<file path="src/rtl/dm_bus_arbiter.sv">
// dm_bus_arbiter
//   Shares the single external data-memory port between the CPU M-stage data
//   port (M0) and an auxiliary DMA/debug master (M1). One transaction is in
//   flight at a time. A granted transaction is forwarded to the slave and
//   held until s_ack or a timeout abort. Each completion returns read data
//   and a one-cycle done pulse to the owning master.
//
// Ports
//   clk, reset                  clock, synchronous active-low reset
//   m0_req/addr/wdata/byteen    CPU request (byteen 4'b0000 = read)
//   m0_rdata, m0_done           CPU read data and completion pulse
//   m0_stall                    CPU must hold its M stage
//   m1_req/addr/wdata/byteen    auxiliary master request
//   m1_rdata, m1_done           auxiliary master read data and completion pulse
//   s_req/addr/wdata/byteen     forwarded transaction to the slave
//   s_ack, s_rdata              slave completion and read data
//   bus_err, bus_err_master     timeout abort pulse and owner of the aborted transaction
module dm_bus_arbiter #(
    parameter int MAX_CONSEC = 4,
    parameter int TIMEOUT    = 16
) (
    input  logic        clk,
    input  logic        reset,
    input  logic        m0_req,
    input  logic [31:0] m0_addr,
    input  logic [31:0] m0_wdata,
    input  logic [3:0]  m0_byteen,
    output logic [31:0] m0_rdata,
    output logic        m0_done,
    output logic        m0_stall,
    input  logic        m1_req,
    input  logic [31:0] m1_addr,
    input  logic [31:0] m1_wdata,
    input  logic [3:0]  m1_byteen,
    output logic [31:0] m1_rdata,
    output logic        m1_done,
    output logic        s_req,
    output logic [31:0] s_addr,
    output logic [31:0] s_wdata,
    output logic [3:0]  s_byteen,
    input  logic        s_ack,
    input  logic [31:0] s_rdata,
    output logic        bus_err,
    output logic        bus_err_master
);

    localparam logic [3:0] CONSEC_MAX = 4'(MAX_CONSEC);
    localparam logic [7:0] TO_LAST    = 8'(TIMEOUT - 1);

    typedef enum logic [1:0] {
        IDLE  = 2'd0,
        BUSY0 = 2'd1,
        BUSY1 = 2'd2
    } state_t;

    state_t      state_q, state_d;
    logic [3:0]  consec_q, consec_d;
    logic [7:0]  to_cnt_q, to_cnt_d;
    logic        last_grant_q, last_grant_d;
    logic        s_req_q, s_req_d;
    logic [31:0] s_addr_q, s_addr_d;
    logic [31:0] s_wdata_q, s_wdata_d;
    logic [3:0]  s_byteen_q, s_byteen_d;
    logic [31:0] m0_rdata_q, m0_rdata_d;
    logic [31:0] m1_rdata_q, m1_rdata_d;
    logic        m0_done_q, m0_done_d;
    logic        m1_done_q, m1_done_d;
    logic        bus_err_q, bus_err_d;
    logic        bus_err_master_q, bus_err_master_d;

    logic busy;
    logic grant0;
    logic grant1;
    logic abort;

    // M0 wins ties unless it has already taken MAX_CONSEC grants in a row
    // while M1 was waiting.
    assign busy   = (state_q != IDLE);
    assign grant0 = !busy && m0_req && (!m1_req || (consec_q != CONSEC_MAX));
    assign grant1 = !busy && m1_req && !grant0;
    // An ack in the final timeout cycle takes priority over the abort.
    assign abort  = busy && !s_ack && (to_cnt_q == TO_LAST);

    // State register and all output/counter flops
    always_ff @(posedge clk) begin
        if (!reset) begin
            state_q          <= IDLE;
            consec_q         <= '0;
            to_cnt_q         <= '0;
            last_grant_q     <= 1'b0;
            s_req_q          <= 1'b0;
            s_addr_q         <= '0;
            s_wdata_q        <= '0;
            s_byteen_q       <= '0;
            m0_rdata_q       <= '0;
            m1_rdata_q       <= '0;
            m0_done_q        <= 1'b0;
            m1_done_q        <= 1'b0;
            bus_err_q        <= 1'b0;
            bus_err_master_q <= 1'b0;
        end else begin
            state_q          <= state_d;
            consec_q         <= consec_d;
            to_cnt_q         <= to_cnt_d;
            last_grant_q     <= last_grant_d;
            s_req_q          <= s_req_d;
            s_addr_q         <= s_addr_d;
            s_wdata_q        <= s_wdata_d;
            s_byteen_q       <= s_byteen_d;
            m0_rdata_q       <= m0_rdata_d;
            m1_rdata_q       <= m1_rdata_d;
            m0_done_q        <= m0_done_d;
            m1_done_q        <= m1_done_d;
            bus_err_q        <= bus_err_d;
            bus_err_master_q <= bus_err_master_d;
        end
    end

    // Next-state logic
    always_comb begin
        state_d = state_q;
        case (state_q)
            IDLE: begin
                if (grant0) begin
                    state_d = BUSY0;
                end else if (grant1) begin
                    state_d = BUSY1;
                end
            end
            BUSY0, BUSY1: begin
                if (s_ack || abort) begin
                    state_d = IDLE;
                end
            end
            default: state_d = IDLE;
        endcase
    end

    // Output and counter logic; last_grant_q names the bus owner while busy.
    always_comb begin
        consec_d         = consec_q;
        to_cnt_d         = to_cnt_q;
        last_grant_d     = last_grant_q;
        s_req_d          = s_req_q;
        s_addr_d         = s_addr_q;
        s_wdata_d        = s_wdata_q;
        s_byteen_d       = s_byteen_q;
        m0_rdata_d       = m0_rdata_q;
        m1_rdata_d       = m1_rdata_q;
        m0_done_d        = 1'b0;
        m1_done_d        = 1'b0;
        bus_err_d        = 1'b0;
        bus_err_master_d = bus_err_master_q;

        if (grant0) begin
            s_req_d      = 1'b1;
            s_addr_d     = m0_addr;
            s_wdata_d    = m0_wdata;
            s_byteen_d   = m0_byteen;
            last_grant_d = 1'b0;
            to_cnt_d     = '0;
            consec_d     = m1_req ? consec_q + 4'd1 : 4'd0;
        end else if (grant1) begin
            s_req_d      = 1'b1;
            s_addr_d     = m1_addr;
            s_wdata_d    = m1_wdata;
            s_byteen_d   = m1_byteen;
            last_grant_d = 1'b1;
            to_cnt_d     = '0;
            consec_d     = 4'd0;
        end

        if (busy) begin
            if (s_ack || abort) begin
                s_req_d = 1'b0;
                // Writes load rdata too; an aborted transaction returns zero.
                if (last_grant_q) begin
                    m1_rdata_d = s_ack ? s_rdata : 32'h0000_0000;
                    m1_done_d  = 1'b1;
                end else begin
                    m0_rdata_d = s_ack ? s_rdata : 32'h0000_0000;
                    m0_done_d  = 1'b1;
                end
                if (abort) begin
                    bus_err_d        = 1'b1;
                    bus_err_master_d = last_grant_q;
                end
            end else begin
                to_cnt_d = to_cnt_q + 8'd1;
            end
        end
    end

    assign s_req          = s_req_q;
    assign s_addr         = s_addr_q;
    assign s_wdata        = s_wdata_q;
    assign s_byteen       = s_byteen_q;
    assign m0_rdata       = m0_rdata_q;
    assign m1_rdata       = m1_rdata_q;
    assign m0_done        = m0_done_q;
    assign m1_done        = m1_done_q;
    assign bus_err        = bus_err_q;
    assign bus_err_master = bus_err_master_q;
    assign m0_stall       = m0_req & ~m0_done_q;

endmodule

</file>
<file path="config.mk">
export PLATFORM = sky130hd
export DESIGN_NAME = dm_bus_arbiter
export DESIGN_NICKNAME = d
export VERILOG_FILES = /design/src/rtl/dm_bus_arbiter.sv
export SDC_FILE = /design/constraint.sdc
export NUM_CORES = 1
export LEC_CHECK = 0
export ABC_AREA = 1
export CAP_MARGIN = 20
export CELL_PAD_IN_SITES_DETAIL_PLACEMENT = 1
export CELL_PAD_IN_SITES_GLOBAL_PLACEMENT = 1
export CORE_ASPECT_RATIO = 1.75
export CORE_MARGIN = 3
export CORE_UTILIZATION = 30
export DETAILED_ROUTE_END_ITERATION = 12
export PLACE_DENSITY_LB_ADDON = 0.1
export SLEW_MARGIN = 5
export SYNTH_ARGS = -nofsm -noshare
export SYNTH_HDL_FRONTEND = slang
export SYNTH_SLANG_ARGS = --single-unit
</file>
<file path="constraint.sdc">
create_clock -name clk -period 3.15 [get_ports clk]
set_input_delay 0.4725 -clock clk [delete_from_list [all_inputs] [get_ports clk]]
set_output_delay 0.4725 -clock clk [all_outputs]
set_load 0.005 [all_outputs]
</file>
## After elaboration in Yosys (flattened, before gate mapping)

Cells that the tools add are included.

| word-level totals | value |
|---|---|
| flip-flop bits (word level) | 152 |
| input bits | 173 |
| output and inout bits | 138 |
| word-level logic and storage cells | 73 |

| cells by class | value |
|---|---|
| add/subtract/negate cells | 2 |
| equality and inequality tests | 6 |
| muxes and demuxes | 25 |
| bitwise operators | 4 |
| reduce and logical (&&, ||, !) cells | 22 |

Operators by type and width:

| operator | number |
|---|---|
| $mux W32 | 5 |
| $mux W8 | 4 |
| $mux W4 | 5 |
| $reduce_and A3 Y1 | 4 |
| $add A8 B1 Y8 const B | 1 |
| $eq A8 B4 Y1 const B | 1 |
| $mux W1 | 7 |
| $logic_and A1 B1 Y1 | 6 |
| $mux W2 | 3 |
| $add A4 B1 Y4 const B | 1 |
| $logic_not A1 Y1 | 4 |
| $ne A4 B3 Y1 const B | 1 |
| $pmux W2 S2 | 1 |
| $reduce_bool A2 Y1 | 2 |
| $reduce_or A2 Y1 | 2 |
| $ne A3 B3 Y1 const B | 1 |
| $not A1 Y1 | 3 |
| $eq A2 B1 Y1 const B | 1 |
| $eq A2 B2 Y1 const B | 1 |
| $logic_not A2 Y1 | 1 |
| $logic_or A1 B1 Y1 | 2 |
| $ne A2 B2 Y1 const B | 1 |
| $reduce_and A2 Y1 | 1 |
| $and A1 B1 Y1 | 1 |

## Depth between registers and ports, before layout

| logic depth | value |
|---|---|
| word-level depth | 10 |
| depth in mapped cells | 14 |
| gate-level depth less buffers | 12 |

## Worst setup path before layout

No wires, ideal clock.

| timing path | value |
|---|---|
| kind | register to register |
| from | register state_q[0] |
| to | register m0_rdata_q[16], in the netlist m0_rdata[16] |
| data arrival time | 1,544 ps |
| setup slack | 1,493 ps |
| cell stages (with the launch flop) | 15 |
| period minus slack after synthesis | 1,657 ps |
| cell sequence | dfxtp_1 -> inv_1 -> ha_1 -> inv_2 -> nand2_2 -> nor2_4 -> nand2_4 -> nand2_4 -> nand2_2 -> buf_6 -> inv_6 -> buf_6 -> nand2_1 -> nand2_1 -> nor2_1 |

| between the ends | value |
|---|---|
| longest elaborated chain between the ends | 5 |

Ends and longest elaborated chain:

| what | line | RTL |
|---|---|---|
| start, declared | 56 | `state_t state_q, state_d;` |
| start signal, assigned | 102 | `state_q <= state_d;` |
| $reduce_bool A2 Y1 (*) | 78 | `assign busy = (state_q != IDLE);` |
| $logic_and A1 B1 Y1 (2 in series) | 82 | `assign abort = busy && !s_ack && (to_cnt_q == TO_LAST);` |
| $logic_or A1 B1 Y1 | 174 | `if (s_ack \|\| abort) begin` |
| $reduce_and A3 Y1 (no source line) (*) | - |  |
| end signal, assigned | 110 | `m0_rdata_q <= m0_rdata_d;` |
| end, declared | 64 | `logic [31:0] m0_rdata_q, m0_rdata_d;` |

Every way passes the cells marked *; elsewhere a longest branch is shown, timed or not.
A chain may end at the register's enable or synchronous reset.

## Worst setup path in the final report

| timing path | value |
|---|---|
| from | register state_q[0] |
| to | register s_addr_q[29], in the netlist s_addr[29] |

| between the ends | value |
|---|---|
| longest elaborated chain between the ends | 7 |
| elaborated cells on any way between the ends | 9 |

Ends and longest elaborated chain:

| what | line | RTL |
|---|---|---|
| $reduce_bool A2 Y1 (*) | 78 |  |
| $logic_not A1 Y1 (*) | 79, 80 |  |
| $logic_and A1 B1 Y1 (2 in series) | 79 | `assign grant0 = !busy && m0_req && (!m1_req \|\| (consec_q != CONSEC_MAX));` |
| $logic_not A1 Y1 | 80 | `assign grant1 = !busy && m1_req && !grant0;` |
| $logic_and A1 B1 Y1 | 80 |  |
| $reduce_bool A2 Y1 (no source line) | - |  |
| end signal, assigned | 107 | `s_addr_q <= s_addr_d;` |
| end, declared | 61 | `logic [31:0] s_addr_q, s_addr_d;` |

Marked as above.

==> PnR_summary.wiki <==
{| class="wikitable"
! Metric !! Value
|-
| Run status || complete, no violations
|-
| Total count of hold-check failures in the final report || 0
|-
| Number of instances in the synthesized netlist || 946
|-
| CTS tree || built
|-
| Detailed-route vias per instance || 4.61
|-
| Library cell used as clock root buffer || sky130_fd_sc_hd__clkbuf_16
|-
| Share of synthesized area occupied by flip-flops and latches || 0.456
|-
| Min Tclk post-route || 2130 ps
|-
| Die extent in x || 119 um
|-
| Dominant cell type by area after synthesis || sky130_fd_sc_hd__dfxtp_1
|-
| Cells on Worst Hold Path || 2
|-
| Buffer levels on the longest clock path || 2
|-
| First-pass GRT wire length || 38500 um
|-
| Syn Area/Cell || 7.06 um^2
|-
| Ordered list of cells on the worst path || inv_1, ha_1, nand2_1, clkinv_1, nand2_2, buf_4, nand2_1, nand3_1, o211ai_1, inv_1
|-
| DR iter-0 viols || 196
|-
| Placed Cells || 1499
|-
| Worst slack at placement || 680 ps
|-
| Startpoint of the most critical hold path || state_q[0]
|-
| Share of layout cells above drive strength 1 || 0.0460
|-
| Aggregate routed wire length || 24300 um
|-
| Capture point of the worst reg-to-reg path || s_addr[29]
|-
| Max Clock Skew || 8.51 ps
|-
| DRC errors left || 0
|-
| Number of levels in the clock H-tree || 4
|-
| R2R Path Start || state_q[0]
|-
| Post-DRT Antenna Nets || 0
|-
| Dpl hpwl || 17600 um
|-
| Fmax achieved || 469 MHz
|-
| Largest net degree at the start of global routing || 69
|-
| Internal power contribution || 4220 uW
|-
| Clock input transition at the sequential cells of the worst setup and hold paths || 60 ps
|-
| Area delta synth->final || 58.3%
|-
| Sequential Power Share || 0.387
|-
| Clk Latency, worst-skew pair || 420 ps
|-
| Setup Crit Path Kind || flop to flop
|-
| Total clock sinks || 152
|-
| Fin. max-slew vios || 0
|-
| Routed length per instance || 15.8 um
|-
| Clk network pwr share || 0.354
|-
| Final clock period utilization by the worst path || 0.676
|-
| Proportion of power drawn by combinational gates || 0.259
|-
| Standard cell with the maximum stage delay on the critical path || sky130_fd_sc_hd__buf_4
|-
| Number of CTS-inserted buffers || 17
|-
| Yosys reg bits || 152
|-
| Maximum VDD drop || 247 uV
|-
| Worst rel slew slack || 0.484
|-
| Number of input and output port buffers inserted || 310
|-
| Die boundary height || 203 um
|-
| Final net count || 1403
|-
| Worst Max-Slew Pin Slew || 774 ps
|-
| Final critical-path setup slack || 1020 ps
|-
| Setup TNS || 0 ps
|-
| Setup slack of the worst register-to-register path || 1020 ps
|-
| Total power density per cell area || 554 nW/um^2
|-
| Placeable Area || 21700 um^2
|-
| Cell area after synthesis || 6680 um^2
|-
| CP Max Fanout || 68
|-
| Cell leakage power || 0.00476 uW
|-
| Vias after detailed routing || 7076
|-
| Aggregate global-route resource usage || 0.200
|-
| First-pass iteration count of the detailed router || 4
|-
| Number of hold buffers added after CTS || 0
|-
| Setup repair after global routing missed its margin || false
|-
| Gate family responsible for the most delay along the worst path || buffers and inverters
|-
| Switching Fraction || 0.279
|-
| Post-CTS setup buffers || 0
|-
| Kind of start point of the critical path || flop
|-
| Cell types occupying the most area after synthesis || sky130_fd_sc_hd__dfxtp_1 (46%), sky130_fd_sc_hd__nand2_1 (15%), sky130_fd_sc_hd__o211ai_1 (7.8%), sky130_fd_sc_hd__inv_1 (7.0%), sky130_fd_sc_hd__nand3_1 (5.8%)
|-
| Net Switching || 1630 uW
|-
| Initial standard-cell utilization of the core || 0.308
|-
| Final-layout fill cell count || 2723
|-
| Number of antenna violations at the first check in global routing || 3
|-
| Number of global-route vias before repair || 7369
|-
| Total global routing overflow || 0
|-
| Synth top area share || 0.456
|-
| Type of destination of the critical path || flop
|-
| CTS-repair resized insts || 0
|-
| Logic depth of the worst register-to-register path || 10
|-
| Max-cap check violation count || 0
|-
| Hold Worst Slack || 462 ps
|-
| Kind of path behind the tightest hold check || flop to flop
|-
| Top-level I/O count || 311
|-
| Required @ worst endpoint || 3510 ps
|-
| Total number of yosys warnings || 0
|-
| Number of nets produced by synthesis || 1123
|-
| Number of placement rows || 71
|-
| Final setup violation count || 0
|-
| Count of buffering cells on the critical path with inverters included || 4
|-
| End point of the worst hold path || state_q[0]
|-
| Data arrival time of the worst path || 2490 ps
|-
| Overall die area || 24200 um^2
|-
| Stages on worst setup path || 10
|-
| Final non-filler cell total || 1534
|-
| Weighted congestion at the end of routability-driven global placement || 0.753
|-
| Number of unique standard cell types used by synthesis || 29
|-
| Critical Path Max Stage Delay || 610 ps
|}
==> area by class of cell <==
type	count	area (um^2)	share of cell area
Antenna cell	3	7.51	0.000710
Clock buffer	23	468	0.0443
Clock inverter	9	123	0.0116
Inverter	130	498	0.0471
Multi-Input combinational cell	603	2840	0.268
Sequential cell	152	3040	0.288
Tap cell	292	365	0.0346
Timing Repair Buffer	322	3230	0.305
==> sequential cells by signal (all words and copies together) (netlist names) <==
register / count
consec_q: 4
s_req: 1
bus_err: 1
s_byteen: 4
bus_err_master: 1
m1_rdata: 32
to_cnt_q: 8
state_q: 2
s_wdata: 32
last_grant_q: 1
m0_done: 1
s_addr: 32
m1_done: 1
m0_rdata: 32
==> metal layers <==
layer,track usage,vias to the layer above,share of wire
met5,0,-,0
met4,0.0729,0,0.024
met3,0.0660,26,0.070
met2,0.374,204,0.53
met1,0.205,3303,0.38
li1,-,3543,-
==> stage by stage <==
stage / utilization / cell area [um^2] / total power (uW)
2_1_floorplan: - / 6680 / 2990
3_3_place_gp: 0.460 / 9970 / 3820
3_5_place_dp: 0.460 / 9970 / 3850
4_1_cts: 0.487 / 10600 / 5970
5_1_grt: 0.488 / 10600 / 6210
6_report: 0.488 / 10600 / 5860
==> worst min-delay path, stage by stage, from the launching register on <==
cell	delay [ps]
sky130_fd_sc_hd__dfxtp_1	310
sky130_fd_sc_hd__nand2_1	60
sky130_fd_sc_hd__a21oi_1	50
==> power groups by stage <==
stage	clock network, uW	registers [uW]	logic [uW]
floorplan	0	2310	684
global placement	0	2300	1530
detailed placement	0	2300	1550
CTS	2150	2270	1550
global route	2230	2290	1690
finish	2080	2260	1520
==> synthesized netlist by cell type (all sizes together) <==
cell,count
o21bai,1
a211oi,1
buf,31
a21oi,35
clkinv,2
nor3,4
ha,4
nand3,78
a22oi,1
xor2,3
dfxtp,152
inv,128
nand4,5
o21ai,29
o211ai,69
nor2,96
nand2,277
clkbuf,30
==> worst max path at each step <==
| stage | startpoint | to | slack, ps |
|---|---|---|---|
| global route | state_q[0] | s_wdata[16] | 830 |
| detailed placement | m1_req | s_addr[10] | 680 |
| global placement | m1_req | s_addr[10] | 710 |
| finish | state_q[0] | s_addr[29] | 1020 |
| floorplan | state_q[0] | m0_rdata[16] | 1490 |
| CTS | state_q[0] | s_addr[10] | 990 |
==> cells in the final DEF (no fill, tap or decap), types with 4 or more instances in the layout <==
master and n:
sky130_fd_sc_hd__clkdlybuf4s50_1 309, sky130_fd_sc_hd__nand2_1 268, sky130_fd_sc_hd__dfxtp_1 152, sky130_fd_sc_hd__inv_1 124, sky130_fd_sc_hd__nor2_1 95, sky130_fd_sc_hd__nand3_1 78, sky130_fd_sc_hd__o211ai_1 69, sky130_fd_sc_hd__a21oi_1 35
sky130_fd_sc_hd__o21ai_0 26, sky130_fd_sc_hd__clkbuf_16 17, sky130_fd_sc_hd__buf_4 10, sky130_fd_sc_hd__nand2_2 6, sky130_fd_sc_hd__nand4_1 5, sky130_fd_sc_hd__clkinv_2 5, sky130_fd_sc_hd__ha_1 4, sky130_fd_sc_hd__clkbuf_1 4
==> logic make-up after synthesis <==
kind of cell / share of synthesized area
compound gates: 0.129
simple gates: 0.283
fa+ha+maj: 0.00750
flops: 0.456
buf+inv: 0.121
xor+xnor: 0.00394
Note: power is estimated with default switching activity, not from simulation.
